### src/rtl/sync_frame_tx.sv
// Serial frame transmitter: sync pattern, MSB-first payload, optional even parity,
// then an idle-high guard gap. The line idles high so a 00100 detector cannot fire on idle.
module sync_frame_tx #(
    parameter int                 DATA_W    = 8,
    parameter int                 PAT_LEN   = 5,
    parameter logic [PAT_LEN-1:0] PATTERN   = 5'b00100,
    parameter bit                 PARITY_EN = 1'b1,
    parameter int                 GAP_LEN   = 2
) (
    input  logic              clk,
    input  logic              rst,
    input  logic              start,
    input  logic [DATA_W-1:0] data_in,
    output logic              ready,
    output logic              tx_out,
    output logic              frame_active,
    output logic              done
);

    // state   | meaning
    // S_IDLE  | line high, ready for a frame request
    // S_SYNC  | sync pattern bits on the line
    // S_DATA  | payload bits on the line, MSB first
    // S_PAR   | even-parity bit on the line
    // S_GAP   | idle-high guard bits after the frame
    typedef enum logic [2:0] {
        S_IDLE = 3'd0,
        S_SYNC = 3'd1,
        S_DATA = 3'd2,
        S_PAR  = 3'd3,
        S_GAP  = 3'd4
    } state_t;

    localparam int MAX_PD  = (PAT_LEN > DATA_W) ? PAT_LEN : DATA_W;
    localparam int MAX_CNT = (MAX_PD > GAP_LEN) ? MAX_PD : GAP_LEN;
    localparam int CNT_W   = (MAX_CNT < 2) ? 1 : $clog2(MAX_CNT);

    state_t              state_q, state_d;
    logic [CNT_W-1:0]    cnt_q, cnt_d;
    logic [PAT_LEN-1:0]  pat_q, pat_d;
    logic [DATA_W-1:0]   shift_q, shift_d;
    logic                par_q, par_d;
    logic                tx_q, tx_d;
    logic                active_q, active_d;
    logic                done_q, done_d;
    logic                frame_end;

    // Outputs are the values for the bit being loaded now, so they appear one cycle later.
    always_comb begin
        state_d   = state_q;
        cnt_d     = cnt_q;
        pat_d     = pat_q;
        shift_d   = shift_q;
        par_d     = par_q;
        tx_d      = 1'b1;
        active_d  = 1'b0;
        done_d    = 1'b0;
        frame_end = 1'b0;

        case (state_q)
            S_IDLE: begin
                if (start) begin
                    state_d  = S_SYNC;
                    cnt_d    = CNT_W'(PAT_LEN - 1);
                    pat_d    = PATTERN << 1;
                    shift_d  = data_in;
                    par_d    = ^data_in;
                    tx_d     = PATTERN[PAT_LEN-1];
                    active_d = 1'b1;
                end
            end
            S_SYNC: begin
                active_d = 1'b1;
                if (cnt_q == '0) begin
                    state_d = S_DATA;
                    cnt_d   = CNT_W'(DATA_W - 1);
                    tx_d    = shift_q[DATA_W-1];
                    shift_d = shift_q << 1;
                    done_d  = (DATA_W == 1) && !PARITY_EN;
                end else begin
                    cnt_d = cnt_q - CNT_W'(1);
                    tx_d  = pat_q[PAT_LEN-1];
                    pat_d = pat_q << 1;
                end
            end
            S_DATA: begin
                if (cnt_q != '0) begin
                    active_d = 1'b1;
                    cnt_d    = cnt_q - CNT_W'(1);
                    tx_d     = shift_q[DATA_W-1];
                    shift_d  = shift_q << 1;
                    done_d   = (cnt_q == CNT_W'(1)) && !PARITY_EN;
                end else if (PARITY_EN) begin
                    state_d  = S_PAR;
                    active_d = 1'b1;
                    tx_d     = par_q;
                    done_d   = 1'b1;
                end else begin
                    frame_end = 1'b1;
                end
            end
            S_PAR: begin
                frame_end = 1'b1;
            end
            S_GAP: begin
                if (cnt_q == '0) begin
                    state_d = S_IDLE;
                end else begin
                    cnt_d = cnt_q - CNT_W'(1);
                end
            end
            default: begin
                state_d = S_IDLE;
            end
        endcase

        // With no guard gap the line drops straight into IDLE after the last bit.
        if (frame_end) begin
            if (GAP_LEN == 0) begin
                state_d = S_IDLE;
            end else begin
                state_d = S_GAP;
                cnt_d   = CNT_W'(GAP_LEN - 1);
            end
        end
    end

    always_ff @(posedge clk or posedge rst) begin
        if (rst) begin
            state_q  <= S_IDLE;
            cnt_q    <= '0;
            pat_q    <= '0;
            shift_q  <= '0;
            par_q    <= 1'b0;
            tx_q     <= 1'b1;
            active_q <= 1'b0;
            done_q   <= 1'b0;
        end else begin
            state_q  <= state_d;
            cnt_q    <= cnt_d;
            pat_q    <= pat_d;
            shift_q  <= shift_d;
            par_q    <= par_d;
            tx_q     <= tx_d;
            active_q <= active_d;
            done_q   <= done_d;
        end
    end

    assign ready        = (state_q == S_IDLE);
    assign tx_out       = tx_q;
    assign frame_active = active_q;
    assign done         = done_q;

endmodule

### config.mk
export PLATFORM = sky130hd
export DESIGN_NAME = sync_frame_tx
export DESIGN_NICKNAME = d
export VERILOG_FILES = /design/src/rtl/sync_frame_tx.sv
export SDC_FILE = /design/constraint.sdc
export NUM_CORES = 1
export LEC_CHECK = 0
export BUFFER_PORTS_ARGS = -buffer_cell sky130_fd_sc_hd__buf_2
export CAP_MARGIN = 10
export CORE_MARGIN = 1.5
export CORE_UTILIZATION = 50
export CTS_BUF_LIST = sky130_fd_sc_hd__clkbuf_4 sky130_fd_sc_hd__clkbuf_8 sky130_fd_sc_hd__clkbuf_16
export DETAILED_ROUTE_END_ITERATION = 6
export PLACE_DENSITY = 0.73
export RECOVER_POWER = 100
export SYNTH_ARGS = -nofsm -noshare
export SYNTH_HDL_FRONTEND = slang
export SYNTH_SLANG_ARGS = --single-unit
### constraint.sdc
create_clock -name clk -period 1.7 [get_ports clk]
set_clock_uncertainty 0.05 [all_clocks]
set_input_delay 0.17 -clock clk [delete_from_list [all_inputs] [get_ports clk]]
set_output_delay 0.17 -clock clk [all_outputs]
set_load 0.02 [all_outputs]
==> results.txt <==
----------------------------------------------------
[GRT]
  Wire length of the first global-routing pass ... between 4000 and 5000 um
  Pin count of the biggest net entering global routing ... 21
  Number of global-route vias before repair ... 970
  Antenna violations before repair ... 0
  Total grt overflow ... 0
  Global-route total usage across every layer ... ~22%

[Timing]
  Slew margin rel. ... 66.5%
  Final min period ... 1.69 ns
  Share of the cycle needed by the critical path after routing ... just under 100%
  Number of slew-limit violations in the final report ... 0
  Transition time of the tightest slew-check pin ... 0.502 ns
  Highest clock rate ... 593 MHz
  Setup Viol. Count Final ... 0
  Total Neg Setup Slack ... 0 ns
  Final Hold Viols ... 0

[Clock network]
  Clock root buffer ... sky130_fd_sc_hd__clkbuf_4
  Clock Path Buffers ... 2
  TritonCTS clock tree ... yes
  Post-CTS clock slew at the launch and capture registers of the worst setup and hold paths ... ~0.12 ns
  Clock Latency Late Sink ... 0.30 ns
  Number of clock sinks ... 20
  # H-tree levels ... 1
  Number of buffers inserted during clock tree synthesis ... 3

[Worst setup path]
  CP endpoint ... shift_q[7]
  R2R cell count ... 5
  Most common cell on crit path ... sky130_fd_sc_hd__mux2_2
  Kind of critical path ... flip-flop to flip-flop
  Critical-path cell with the highest stage delay ... sky130_fd_sc_hd__dfrtp_2
  Largest driver fanout on the critical path ... 8
  Startpoint of the worst-slack reg-to-reg timing path ... state_q[0]
  WP depth ... 5
  Endpoint of the lowest-slack register-to-register path ... shift_q[7]
  Slowest Stage Delay on Critical Path ... approximately 0.46 ns
  Worst Path Required ... 1.85 ns
  Cell Chain, Critical Path ... nand2b_4 > a21oi_4 > buf_12 > mux2_2 > mux2_2
  Data arrival time of the critical path ... approximately 1.8 ns
  Critical path launch point ... state_q[0]
  Crit end category ... flip-flop
  Worst-case register-to-register setup slack ... 0.01 ns
  Kind of cell adding the most delay to the critical path ... multiplexers
  CP Launch Type ... flip-flop
  Worst path buffer plus inverter count ... 1

[Yosys]
  Synthesis warning total ... 0
  Synth top area share ... between 40% and 50%
  Synth unique cells ... 33
  Largest cells by area after synthesis ... sky130_fd_sc_hd__dfrtp_1 (40%), sky130_fd_sc_hd__mux2_2 (12%), sky130_fd_sc_hd__xnor2_1 (5.2%), sky130_fd_sc_hd__nand2_1 (2.9%), sky130_fd_sc_hd__mux2_1 (2.9%)
  Most used standard cell by instance count after synthesis ... sky130_fd_sc_hd__dfrtp_1
  Post-Syn Area per Cell ... 10.3 um^2
  Number of synthesized flops with an enable pin ... 0
  Sequential cell area fraction in the yosys report ... 42.5%
  Syn Std Cell Area ... 1180 um^2
  Cell type with the largest total area after synthesis ... sky130_fd_sc_hd__dfrtp_1
  Dominant register cell in the synthesized netlist ... sky130_fd_sc_hd__dfrtp_1
  Net Count, Synth ... around 130
  Synthesis-stage register bit count ... 20
  Async set-reset flop share out of synthesis ... 100%
  Cell types with the highest counts after synthesis ... sky130_fd_sc_hd__dfrtp_1 (19), sky130_fd_sc_hd__mux2_2 (13), sky130_fd_sc_hd__nand2_1 (9)
  Mapped Cells ... 114

[Floorplan]
  Die area ... 2660 um^2
  Core Region ... 2210 um^2
  Number of rows in the core area ... 17
  Effective utilization at floorplan ... approximately 53%
  Io pins ... 15
  Height of the chip ... a little over 50 um
  DIE WIDTH ... 51.6 um

[Job]
  Max Cap Violations ... 0

[Pwr]
  Largest voltage drop on the vdd net ... 0.00125 V
  P_sw ... 1.27 mW
  Part of the total power dissipated in sequential elements ... 27.0%
  Power density over cell area ... ~2100 nW/um^2
  Combinational Power Share ... 65.2%
  Clk pwr share ... about 7.8%
  Internal Dissipation ... 2.02 mW
  Leakage power summed over all cells ... 0.714 nW
  Fraction of power spent switching nets ... 38.5%

[Placed design]
  Number of I/O port buffers ... 14
  HPWL after DPL ... 1740 um
  Routability cong. ... 0.812
  Number of cells after detailed placement ... 162

[Cells and area]
  Final #Nets ... 162
  Final cell count without fillers ... 176
  Share of post-route cells with drive strength above 1 ... roughly 43%
  Number of fillers in the final layout ... 178
  Synth-to-layout area growth ... 31.6%
  Total area of sequential cells ... 504 um^2
  Inserted Diodes ... 0
  Area taken by multi-input logic gates ... approximately 700 um^2

[Route]
  Remaining number of nets flagged by the antenna check after routing ... 0
  Number of iterations in the first detailed-routing pass ... 4
  Post-detailed-route via-to-cell ratio ... between 5 and 6
  Total via count in the routed design ... about 970
  Average wire per standard cell ... 15.3 um
  Remaining DRCs ... 0
  Total Routed Length ... 2700 um
  Number of DRC markers after the initial detailed-route iteration ... 22

[Run status]
  Result of the run ... finished, final reports clean

[Min path]
  Path type of the worst min-delay path ... input port to flip-flop

----------------------------------------------------
[worst min path at each step]
stage                from          to  slack, ns  depth (start not counted)
finish              start       par_q       0.09                          2
global route        start       par_q       0.07                          2
CTS                 start       par_q       0.07                          2
detailed placement    rst  state_q[2]       0.16                          3
global placement      rst  state_q[2]       0.15                          3
floorplan             rst    cnt_q[0]       0.08                          1
[final cells by class]
class / instances / area share [%]
Clock buffer: 4 / 1.93
Multi-Input combinational cell: 81 / 45.1
Timing Repair Buffer: 35 / 16.3
Inverter: 8 / 1.93
Sequential cell: 20 / 32.5
Tap cell: 28 / 2.26
[timing repair]
item                                    CTS  global route
endpoints found under the hold margin    19             0
resized for setup                         6            12
hold buffers                              1             0
pin swaps                                 2             2
endpoints found under the setup margin    9            13
setup buffers                             2             7
[power by group through the flow]
stage	sequential, mW	combinational (mW)	clock (mW)
2_1_floorplan	0.843	1.22	0
3_5_place_dp	0.890	1.60	0
5_1_grt	0.917	2.32	0.284
3_3_place_gp	0.873	1.55	0
6_report	0.887	2.14	0.257
4_1_cts	0.887	1.70	0.261
[kinds of logic after synthesis]
kind of cell / after synthesis / synth area share [%]
DFF: 20 / 42.5
adders and majority gates: 2 / 2.12
muxes: 18 / 17.0
AOI/OAI and AO/OA: 22 / 14.5
xor gates and xnor gates: 9 / 6.68
buffers and inverters: 13 / 4.56
and+or+nand+nor: 30 / 12.6
[flip-flops by register name, summed over array words and instances (netlist names)]
register	cells
done	1
cnt_q	3
shift_q	8
state_q	3
par_q	1
pat_q	2
tx_out	1
frame_active	1
[metal layers]
layer / GRT usage [%] / vias up / wire length [um]
met5: 0 / - / 0
met4: 12.7 / 0 / 73
met2: 38.9 / 30 / 1400
met3: 3.45 / 8 / 95
met1: 25.6 / 463 / 1130
li1: - / 467 / -
[layout by cell type (no fill, tap or decap), types with 4 or more instances in the layout]
master,count
sky130_fd_sc_hd__clkbuf_4,4
sky130_fd_sc_hd__xnor2_1,7
sky130_fd_sc_hd__mux2_2,7
sky130_fd_sc_hd__buf_2,11
sky130_fd_sc_hd__mux2_4,8
sky130_fd_sc_hd__dfrtp_1,17
sky130_fd_sc_hd__nand2_1,9
sky130_fd_sc_hd__buf_4,16
sky130_fd_sc_hd__inv_1,8
sky130_fd_sc_hd__a21oi_1,4
[stage by stage]
step / instance area (um^2) / setup WS (ns) / total power, mW / util [%] / hold slack, ns
6_report: 1550 / 0.0133 / 3.29 / 70.2 / 0.0928
5_1_grt: 1550 / -0.0130 / 3.52 / 70.2 / 0.0669
4_1_cts: 1440 / -0.0145 / 2.85 / 64.9 / 0.0673
3_5_place_dp: 1350 / -0.0327 / 2.50 / 61.1 / 0.156
3_3_place_gp: 1350 / 0.0129 / 2.43 / 61.1 / 0.154
2_1_floorplan: 1190 / 0.0325 / 2.07 / - / 0.0831
Note: power is estimated with default switching activity, not from simulation.
